==> src/rtl/tinyalu_core.sv <==
// TinyALU datapath: one command per start/done handshake.
// add/and/xor complete one clock after capture; mul completes MUL_LAT clocks after capture.
module tinyalu_core #(
    parameter int unsigned WIDTH   = 8,
    parameter int unsigned MUL_LAT = 3
) (
    input  logic                 clk,
    input  logic                 reset,
    input  logic                 start,
    input  logic [2:0]           op,
    input  logic [WIDTH-1:0]     A,
    input  logic [WIDTH-1:0]     B,
    output logic                 done,
    output logic                 busy,
    output logic [2*WIDTH-1:0]   result
);

    localparam int unsigned RW = 2 * WIDTH;
    localparam int unsigned CW = $clog2(MUL_LAT + 1);

    localparam logic [2:0] OP_ADD = 3'b001;
    localparam logic [2:0] OP_AND = 3'b010;
    localparam logic [2:0] OP_XOR = 3'b011;
    localparam logic [2:0] OP_MUL = 3'b100;

    typedef enum logic [1:0] {
        IDLE,
        EXEC,
        MUL,
        WAIT_LOW
    } state_t;

    state_t          state;
    logic [WIDTH-1:0] a_q;
    logic [WIDTH-1:0] b_q;
    logic [2:0]      op_q;
    logic [CW-1:0]   count;
    logic [RW-1:0]   alu_c;
    logic [RW-1:0]   prod_c;

    // Single-cycle ops, zero-extended to the full result width
    always_comb begin
        alu_c = '0;
        case (op_q)
            OP_ADD:  alu_c = RW'(a_q) + RW'(b_q);
            OP_AND:  alu_c = RW'(a_q & b_q);
            OP_XOR:  alu_c = RW'(a_q ^ b_q);
            default: alu_c = '0;
        endcase
    end

    assign prod_c = RW'(a_q) * RW'(b_q);

    always_ff @(posedge clk) begin
        if (reset) begin
            state  <= IDLE;
            done   <= 1'b0;
            busy   <= 1'b0;
            result <= '0;
            a_q    <= '0;
            b_q    <= '0;
            op_q   <= '0;
            count  <= '0;
        end else begin
            done <= 1'b0;
            case (state)
                IDLE: begin
                    if (start) begin
                        if (op == OP_ADD || op == OP_AND || op == OP_XOR) begin
                            a_q   <= A;
                            b_q   <= B;
                            op_q  <= op;
                            busy  <= 1'b1;
                            state <= EXEC;
                        end else if (op == OP_MUL) begin
                            a_q   <= A;
                            b_q   <= B;
                            op_q  <= op;
                            count <= CW'(1);
                            busy  <= 1'b1;
                            state <= MUL;
                        end
                    end
                end
                EXEC: begin
                    result <= alu_c;
                    done   <= 1'b1;
                    state  <= WAIT_LOW;
                end
                MUL: begin
                    // count tracks clocks since capture; finish on the MUL_LAT-th edge
                    if (count == CW'(MUL_LAT)) begin
                        result <= prod_c;
                        done   <= 1'b1;
                        state  <= WAIT_LOW;
                    end else begin
                        count <= count + CW'(1);
                    end
                end
                WAIT_LOW: begin
                    busy <= 1'b0;
                    if (!start) begin
                        state <= IDLE;
                    end
                end
                default: state <= IDLE;
            endcase
        end
    end

endmodule

==> config.mk <==
export PLATFORM = sky130hd
export DESIGN_NAME = tinyalu_core
export DESIGN_NICKNAME = d
export VERILOG_FILES = /design/src/rtl/tinyalu_core.sv
export SDC_FILE = /design/constraint.sdc
export NUM_CORES = 1
export LEC_CHECK = 0
export CAP_MARGIN = 15
export CORE_ASPECT_RATIO = 1.2
export CORE_MARGIN = 2
export CORE_UTILIZATION = 54
export DETAILED_ROUTE_END_ITERATION = 7
export PLACE_DENSITY = 0.77
export SLEW_MARGIN = 20
export SYNTH_ARGS = -nofsm -noshare
export SYNTH_HDL_FRONTEND = slang
export SYNTH_SLANG_ARGS = --single-unit
export TNS_END_PERCENT = 1
==> constraint.sdc <==
create_clock -name clk -period 4.42 [get_ports clk]
set_clock_uncertainty 0.05 [all_clocks]
set_input_delay 0.442 -clock clk [delete_from_list [all_inputs] [get_ports clk]]
set_output_delay 0.442 -clock clk [all_outputs]
set_load 0.02 [all_outputs]
# Yosys cells after proc, flatten, opt, wreduce, memory -nomap -nowiden
# Index checks and enable logic that the tools add are counted.
# word_totals
inputBits	22
latchBits	0
output_inout_bits	18
ff_bits	41
n_memories	0
romBits	0
mem_bits_rw	0
# classes
n_lt_le_gt_ge	0
mul	1
shift	0
bitwise	2
muxes	26
eq_ne	18
reduce_logical	12
div_mod_pow	0
add_sub_neg	2
# op_table
cell	count
8-bit two-way mux	4
16-bit one-hot mux with 2 select lines	1
9-bit one-hot mux with 3 select lines	1
2-bit two-way mux	9
8-bit by 8-bit multiplier with 16-bit output	1
16-bit two-way mux	1
3-bit by 2-bit == test with 1-bit output, second input constant	4
2-bit inequality test, second input constant	6
8-bit by 8-bit adder with 9-bit output	1
8-bit bitwise AND	1
2-bit one-hot mux with 4 select lines	1
2-bit nonzero test	4
8-bit bitwise XOR	1
2-bit == test, second input constant	3
3-bit by 1-bit == test with 1-bit output, second input constant	2
3-bit two-way mux	2
3-bit AND reduction	2
5-bit AND reduction	1
1-bit two-way mux	4
1-bit one-hot mux with 2 select lines	2
2-bit one-hot mux with 2 select lines	1
4-bit AND reduction	1
3-bit == test, second input constant	1
3-bit inequality test, second input constant	1
5 further kinds	6

# Depth between registers and ports, before layout
# Gate-level depths: netlist of the first run.
# depth
ltp_word	6
ltp_mapped	16

# Worst setup path before layout of the first run
# Ideal clock, no wire load.
# synth_timing
path_type	register to register
from	register a_q[4]
to	register result[15]
required_ps	4306
setup_ps	64
path_buffers	1
arrival_time_ps	4095
path_stages_with_launch	15
path_slack_ps	212
cell_sequence	dfxtp_1 -> ha_1 -> fa_1 -> fa_1 -> fa_1 -> inv_1 -> fa_1 -> inv_1 -> ha_1 -> clkbuf_1 -> nand3_1 -> a211oi_1 -> nor3_1 -> or3_1 -> nand4_1
# synth_via
elab_chain_cells	3
# synth_rtl
element	line_no	text
start, declared	34	logic [WIDTH-1:0] a_q;
start signal, assigned	60	a_q <= '0;
start signal, assigned	70	a_q <= A;
start signal, assigned	76	a_q <= A;
8-bit by 8-bit multiplier with 16-bit output	52	assign prod_c = RW'(a_q) * RW'(b_q);
16-bit two-way mux	92	if (count == CW'(MUL_LAT)) begin
16-bit one-hot mux with 2 select lines	66	case (state)
end signal, assigned	86	result <= alu_c;
end signal, assigned	93	result <= prod_c;
end, declared	15	output logic [2*WIDTH-1:0] result
# No other way between the ends. The select of a mux whose other input is x is not followed.
# A chain may end at the register's enable or synchronous reset.

# Worst setup path in the final report of the first run
# layout_timing
from	register a_q[5]
to	register result[14]
# The elaborated chain is that of the path after synthesis.

==> Flow_metrics.wiki, run 1 <==
{| class="wikitable"
! Metric !! Value
|-
| Run status || complete, no violations
|-
| Total of hold buffers inserted after clock tree synthesis || 0
|-
| Antenna cells || 0
|-
| Final weighted congestion of routability-driven global placement || 0.936
|-
| CTS tree || built
|-
| Flip-flop and latch count after synthesis || 41
|-
| Number of hold-slack violations in the final timing report || 0
|-
| Fraction of the mapped netlist area in compound gates || 16.3%
|-
| Xor-xnor portion of the synthesized cell area || 1.01%
|-
| Total power density per cell area || 245 nW/um^2
|-
| CTS buffer count || 5
|-
| Sequential area share after synthesis || 18.9%
|-
| Fraction of post-synthesis cell area in the top cell type by area || 18.9%
|-
| Die footprint || 8780 sq um
|-
| Iteration-0 DRC count of the detailed router || 197
|-
| Reg-to-reg setup timing slack || 160 ps
|-
| CP max stage delay || 540 ps
|-
| Number of global-route vias before repair || 3875
|-
| Total length of routed wires || 10.8 mm
|-
| Class of the tightest hold or removal check || reg -> reg
|-
| Most frequently used cell type in the post-synthesis netlist || sky130_fd_sc_hd__nand2_1
|-
| Basic-gate share of the synthesized area counting and, or, nand and nor cells || 22.9%
|-
| Relative area change from synthesis to final layout || 17.4%
|-
| Placeable Area || 7750 sq um
|-
| Max-cap viol count || 0
|-
| Synth Instances || 528
|-
| Number of flops mapped to enable cells by yosys || 0
|-
| Remaining antenna violation count after routing || 0
|-
| Arrival time at the worst endpoint || 4400 ps
|-
| Main area contributors after synthesis || sky130_fd_sc_hd__dfxtp_1 19%, sky130_fd_sc_hd__fa_1 17%, sky130_fd_sc_hd__ha_1 14%
|-
| Syn Area/Cell || 8.23 sq um
|-
| Most used DFF post-synth || sky130_fd_sc_hd__dfxtp_1
|-
| Aggregate global routing overflow || 0
|-
| Iteration count of the initial detailed-routing pass || 4
|-
| Largest net degree at the start of global routing || 39
|-
| Critical R2R Launch || a_q[5]
|-
| Clock period minus worst slack || 4260 ps
|-
| Initial core utilization || 56.1%
|-
| Total power after layout || 1.25 mW
|-
| Clock root buffer || sky130_fd_sc_hd__clkbuf_8
|-
| CTS max path bufs || 2
|-
| Die Y || 102 um
|-
| Slowest cell on crit path || sky130_fd_sc_hd__fa_1
|-
| Synthesis Warnings || 0
|-
| Kind of start point of the critical path || register
|-
| Adder-cell share of the synthesized area || 31.4%
|-
| Number of levels the H-tree was split into || 2
|-
| Start point of the critical path || a_q[5]
|-
| Clock sink count || 41
|-
| Number of antenna violations at the first check in global routing || 0
|-
| Endpoint of the most critical setup path || result[14]
|-
| Routed length per placed instance || 16.1 um
|-
| Die W || 85.9 um
|-
| Async set-or-reset flop fraction in the synthesized netlist || 0%
|-
| # IOs || 40
|-
| Critical path class || reg -> reg
|-
| Clock latency on the worst-skew pair || 290 ps
|-
| Number of nets produced by synthesis || 637
|-
| Leakage dissipation || 2.39 nW
|-
| Rows || 35
|-
| Via count || 3898
|-
| IO buf count || 39
|-
| Largest voltage drop on the vdd net || 0.236 mV
|-
| Via density per instance || 5.80
|-
| Nets || 688
|-
| Mapped Area || 4350 sq um
|-
| Worst hold margin || 398 ps
|-
| Data required time of the worst path || 4570 ps
|-
| Slew at the pin with the worst max-slew slack || 761 ps
|-
| Setup repair after global routing missed its margin || true
|-
| Number of distinct standard cells referenced by the synthesized netlist || 58
|-
| First-pass GRT wire length || 18.1 mm
|-
| Final-report max-slew violation count || 0
|-
| Critical Path Fanout Max || 9
|-
| Final worst path period share || 96.3%
|-
| Most frequent cell on the critical path || sky130_fd_sc_hd__fa_1
|-
| Top cell types by occurrence after synthesis || 65 x sky130_fd_sc_hd__nand2_1, 59 x sky130_fd_sc_hd__inv_1, 50 x sky130_fd_sc_hd__and2_1, 50 x sky130_fd_sc_hd__ha_1, 42 x sky130_fd_sc_hd__a21oi_1
|-
| Clock slew at the register clock pins of the worst setup and hold paths || 80 ps
|-
| Fmax || 235 MHz
|-
| Largest area contributor in the netlist || sky130_fd_sc_hd__dfxtp_1
|-
| DP HPWL || 8.59 mm
|-
| Fraction of layout cells with a size suffix above 1 || 9.14%
|-
| Mux cell area share after synthesis || 2.91%
|-
| Final count of negative-setup-slack endpoints || 0
|-
| Remaining design rule violation count || 0
|-
| Slew headroom || 47.8%
|-
| Worst Reg-to-Reg Cells || 13
|-
| Dominant combinational cell family by area after synthesis || adder cells
|-
| List of cells traversed by the critical path || and2_1 > fa_1 > fa_1 > fa_1 > inv_1 > fa_1 > inv_1 > ha_1 > a21o_1 > a21oi_2 > o21ai_1 > or3_1 > a32o_1
|-
| Kind of capture point of the worst setup path || register
|-
| R2R Path End || result[14]
|-
| Overall global routing resource usage || 25.7%
|}
## worst min path at each step
| stage | start | endpoint | slack, ps | cells past startpoint |
|---|---|---|---|---|
| finish | result[11] | result[11] | 400 | 2 |
| global placement | result[11] | result[11] | 390 | 2 |
| global route | count[1] | count[1] | 460 | 2 |
| detailed placement | result[11] | result[11] | 390 | 2 |
| floorplan | count[0] | count[0] | 390 | 1 |
| CTS | result[11] | result[11] | 400 | 2 |
## layer usage
layer	global-route usage, %	routed length (um)	vias to the layer above
met1	33.4	4710	1913
met3	2.99	348	18
met5	0	0	-
li1	-	-	1894
met2	45.1	5500	73
met4	7.45	248	0
## kinds of logic after synthesis
kind of cell,Yosys count
simple gates,197
compound gates,112
fa+ha+maj,87
buf+inv,74
flops,41
mux,12
xor+xnor,5
## critical path: cells and delay by family, from the launching register on
kind	cells	cell delay (ps)
AOI/OAI and AO/OA	4	670
adders and majority gates	5	2430
buffers and inverters	2	90
DFF	1	390
and+or+nand+nor	2	530
## through the flow
step / area, sq um / setup slack (ps) / utilization, % / instances / TNS, ps
6_report: 5100 / 163 / 65.8 / 672 / 0
5_1_grt: 5100 / -25.2 / 65.8 / 672 / -43.0
4_1_cts: 5060 / 45.2 / 65.2 / 671 / 0
3_5_place_dp: 4930 / -11.5 / 63.6 / 663 / -13.8
3_3_place_gp: 4930 / 31.2 / 63.6 / 663 / 0
2_1_floorplan: 4350 / 212 / - / 528 / 0
## sequential cells by signal, indices dropped and copies added (netlist names)
signal  flops
op_q        3
state       2
done        1
count       2
busy        1
result     16
b_q         8
a_q         8
## timing repair
action	CTS	global route
cloned	0	0
buffers inserted	0	1
endpoints found under the setup margin	2	7
pin swaps	0	2
gates resized for setup	5	17
## power breakdown
part | internal [mW] | leakage (nW) | total (mW) | switching, mW
Sequential | 0.413 | 0.339 | 0.470 | 0.0573
Combinational | 0.194 | 1.99 | 0.462 | 0.268
Clock | 0.184 | 0.0585 | 0.319 | 0.135
## cell type report
| class | count | area (sq um) |
|---|---|---|
| clock buffer | 7 | 86.3 |
| clock inverter | 1 | 30.0 |
| fill | 654 | 2650 |
| inverter | 59 | 221 |
| multi-input combinational | 413 | 3260 |
| sequential | 41 | 843 |
| tap | 92 | 115 |
| timing repair buffer | 59 | 541 |
## cell usage in the layout (no fill, tap or decap), types with 5 or more instances in the layout
master,count
sky130_fd_sc_hd__dfxtp_1,29
sky130_fd_sc_hd__buf_4,20
sky130_fd_sc_hd__fa_1,37
sky130_fd_sc_hd__a21oi_1,41
sky130_fd_sc_hd__nand3_1,7
sky130_fd_sc_hd__dfxtp_2,9
sky130_fd_sc_hd__o21ai_1,6
sky130_fd_sc_hd__o21ai_0,14
sky130_fd_sc_hd__nor3b_1,5
sky130_fd_sc_hd__nand2b_1,5
sky130_fd_sc_hd__clkdlybuf4s50_1,39
sky130_fd_sc_hd__or3_1,8
sky130_fd_sc_hd__a31oi_1,5
sky130_fd_sc_hd__clkbuf_8,6
sky130_fd_sc_hd__ha_1,48
sky130_fd_sc_hd__nand2_1,65
sky130_fd_sc_hd__nor2_1,31
sky130_fd_sc_hd__a211oi_1,5
sky130_fd_sc_hd__nor3_1,9
sky130_fd_sc_hd__a21o_1,6
sky130_fd_sc_hd__inv_1,59
sky130_fd_sc_hd__mux2i_1,7
sky130_fd_sc_hd__and2_1,50
Note: power is estimated with default switching activity, not from simulation.
==> inputs of run 2 (changes only) <==
Settings changed: ABC_CLOCK_PERIOD_IN_PS set to 5200, CORE_UTILIZATION 54 to 64, PLACE_DENSITY 0.77 to 0.86.
Clock period 4.42 ns to 5.2 ns, I/O delays scaled along.
==> Flow_metrics.wiki, run 2 (synthesized netlist as in run 1, its figures left out) <==
{| class="wikitable"
! Metric !! Value
|-
| Antenna cells || 0 (unchanged)
|-
| Largest register by flop count || result
|-
| Slew at the pin with the worst max-slew slack || 790 ps (+28.2 ps)
|-
| CTS tree || built
|-
| Overall global routing resource usage || 29.3% (+3.6 points)
|-
| DP HPWL || 8.19 mm (-4.7%)
|-
| CTS buffer count || 5 (unchanged)
|-
| Number of inserted filler cells in the final layout || 507 (-22%)
|-
| Run status || complete, no violations
|-
| Number of global-route vias before repair || 3845 (-0.77%)
|-
| Clock root buffer || sky130_fd_sc_hd__clkbuf_8
|-
| Net switching share of the total power || 37.0% (+0.20 points)
|-
| Via density per instance || 5.98 (+3.2%)
|-
| Die Y || 94.3 um (-7.8%)
|-
| Commonest non-fill, non-tap cells in the layout || 65 x sky130_fd_sc_hd__nand2_1, 59 x sky130_fd_sc_hd__inv_1, 50 x sky130_fd_sc_hd__and2_1, 50 x sky130_fd_sc_hd__ha_1, 42 x sky130_fd_sc_hd__a21oi_1
|-
| Arrival time at the worst endpoint || 4720 ps (+320 ps)
|-
| Iteration count of the initial detailed-routing pass || 5 (+1)
|-
| Leakage dissipation || 2.29 nW (-4.1%)
|-
| Worst hold start || result[11]
|-
| Seq pwr share || 38.7% (+1.1 points)
|-
| Clock latency on the worst-skew pair || 300 ps (about the same)
|-
| Total power density per cell area || 212 nW/um^2 (-14%)
|-
| Endpoint with the worst hold slack || result[11]
|-
| CTS max path bufs || 2 (unchanged)
|-
| Critical Path Fanout Max || 9 (unchanged)
|-
| # IOs || 40 (unchanged)
|-
| Setup TNS || 0 ps (unchanged)
|-
| Placeable Area || 6490 sq um (-16%)
|-
| Number of hold-slack violations in the final timing report || 0 (unchanged)
|-
| Class of the tightest hold or removal check || reg -> reg
|-
| Via count || 3872 (-0.67%)
|-
| Number of antenna violations at the first check in global routing || 0 (unchanged)
|-
| Fmax || 219 MHz (-7.0%)
|-
| Hold Crit Depth || 2 (unchanged)
|-
| Kind of start point of the critical path || register
|-
| Total length of routed wires || 10.4 mm (-3.4%)
|-
| Clock sink count || 41 (unchanged)
|-
| R2R Path End || result[14]
|-
| Relative contribution of combinational cells to total power || 35.2% (-1.7 points)
|-
| Critical R2R Launch || b_q[7]
|-
| Final count of negative-setup-slack endpoints || 0 (unchanged)
|-
| Die footprint || 7470 sq um (-15%)
|-
| Regs by FF count || result (16), a_q (8), b_q (8)
|-
| Final worst path period share || 88.0% (-8.3 points)
|-
| Reg-to-reg setup timing slack || 620 ps (+460 ps)
|-
| Total of hold buffers inserted after clock tree synthesis || 0 (unchanged)
|-
| Area occupied by multi-input gates || 3240 sq um (-0.73%)
|-
| Max-cap viol count || 0 (unchanged)
|-
| Worst hold margin || 402 ps (+4.11 ps)
|-
| Rows || 32 (-8.6%)
|-
| Clock power share || 26.1% (+0.6 points)
|-
| Data required time of the worst path || 5340 ps (+770 ps)
|-
| Core utilization of the finished layout || 75.7% (+9.9 points)
|-
| Remaining design rule violation count || 0 (unchanged)
|-
| Clock period minus worst slack || 4580 ps (+319 ps)
|-
| Post-CTS sizing || 0 (-5)
|-
| Final-report max-slew violation count || 0 (unchanged)
|-
| Placed instance count || 639 (-3.6%)
|-
| IO buf count || 39 (unchanged)
|-
| Die W || 79.2 um (-7.8%)
|-
| Cell internal pwr || 656 uW (-17%)
|-
| Kind of capture point of the worst setup path || register
|-
| Storage element area || 821 sq um (-2.7%)
|-
| Worst Reg-to-Reg Cells || 13 (unchanged)
|-
| Fin cells || 647 (-3.7%)
|-
| Most common library cell in the layout ignoring fill and taps || sky130_fd_sc_hd__nand2_1
|-
| Remaining antenna violation count after routing || 0 (unchanged)
|-
| Fraction of layout cells with a size suffix above 1 || 3.02% (-6.1 points)
|-
| Iteration-0 DRC count of the detailed router || 310 (+57%)
|-
| Final weighted congestion of routability-driven global placement || 0.947 (+1.2%)
|-
| P_sw || 385 uW (-16%)
|-
| Largest voltage drop on the vdd net || 0.264 mV (+12%)
|-
| Setup repair after global routing missed its margin || false
|-
| Routed length per placed instance || 16.1 um (+0.31%)
|-
| Aggregate global routing overflow || 0 (unchanged)
|-
| Total power after layout || 1.04 mW (-17%)
|-
| Max FFs per register || 16 (unchanged)
|-
| Critical path class || reg -> reg
|-
| Largest net degree at the start of global routing || 39 (unchanged)
|-
| Number of levels the H-tree was split into || 2 (unchanged)
|-
| Slew headroom || 45.9% (-1.9 points)
|-
| First-pass GRT wire length || 17.3 mm (-4.3%)
|-
| Clock slew at the register clock pins of the worst setup and hold paths || 90 ps (about the same)
|-
| Number of buffers inserted to repair setup after CTS || 0 (unchanged)
|-
| Initial core utilization || 67.0% (+11 points)
|-
| Relative area change from synthesis to final layout || 13.0%
|-
| Nets || 670 (-2.6%)
|}
-- run 2: cell count changes in the layout (fill, tap and decap cells not counted), moves of 2 or more --
cell	previous run	this run
sky130_fd_sc_hd__ha_2	2	0
sky130_fd_sc_hd__buf_4	20	2
sky130_fd_sc_hd__ha_1	48	50
sky130_fd_sc_hd__dfxtp_1	29	41
sky130_fd_sc_hd__dfxtp_2	9	0
sky130_fd_sc_hd__dfxtp_4	3	0
-- run 2: final cells by class --
cell class	instances	share of cell area, %
clock inverters	1	0.612
well taps	85	2.17
inverters	59	4.51
multi-input cells	413	66.0
repair buffers	41	8.26
clock buffers	7	1.76
flip-flops and latches	41	16.7
-- run 2: metrics by stage --
step / instance area (sq um) / setup slack (ps)
after floorplan: 4350 / 992
after global placement: 4790 / 746
after detailed placement: 4790 / 684
after CTS: 4910 / 658
after global routing: 4910 / 414
final: 4910 / 624
-- run 2: worst max-delay path, cell delays in order, from the launching register on --
cell	delay, ps
sky130_fd_sc_hd__dfxtp_1	560
sky130_fd_sc_hd__and2_1	220
sky130_fd_sc_hd__fa_1	440
sky130_fd_sc_hd__fa_1	530
sky130_fd_sc_hd__fa_1	560
sky130_fd_sc_hd__inv_1	60
sky130_fd_sc_hd__fa_1	540
sky130_fd_sc_hd__inv_1	50
sky130_fd_sc_hd__ha_1	380
sky130_fd_sc_hd__a21o_1	230
sky130_fd_sc_hd__a21oi_1	150
sky130_fd_sc_hd__o21ai_1	80
sky130_fd_sc_hd__or3_1	360
sky130_fd_sc_hd__a32o_1	250
-- run 2: how the worst max path moves through the flow --
stage,from,endpoint,slack (ps),cells after the start
after floorplan,a_q[4],result[15],990,14
after global placement,b_q[7],result[9],750,14
after detailed placement,b_q[7],result[14],680,13
after CTS,b_q[7],result[14],660,13
after global routing,a_q[1],result[15],410,14
final,b_q[7],result[14],620,13
-- run 2: per-layer routing --
metal	global-route usage, %	vias to the layer above	routed length, um
met1	36.9	1840	4230
met3	3.56	30	502
li1	-	1857	-
met4	11.1	0	299
met5	0	-	0
met2	51.2	145	5400
-- run 2: power groups by stage --
stage	clock network [mW]	logic [mW]	registers, mW
after detailed placement	0	0.362	0.409
final	0.271	0.366	0.403
after global placement	0	0.353	0.405
after CTS	0.275	0.365	0.401
after global routing	0.285	0.411	0.409
after floorplan	0	0.257	0.399
==> inputs of run 3 (changes only) <==
Settings changed: SKIP_LAST_GASP set to 1.
==> results of run 3 <==
Final layout, timing and power as in run 2 (identical DEF).
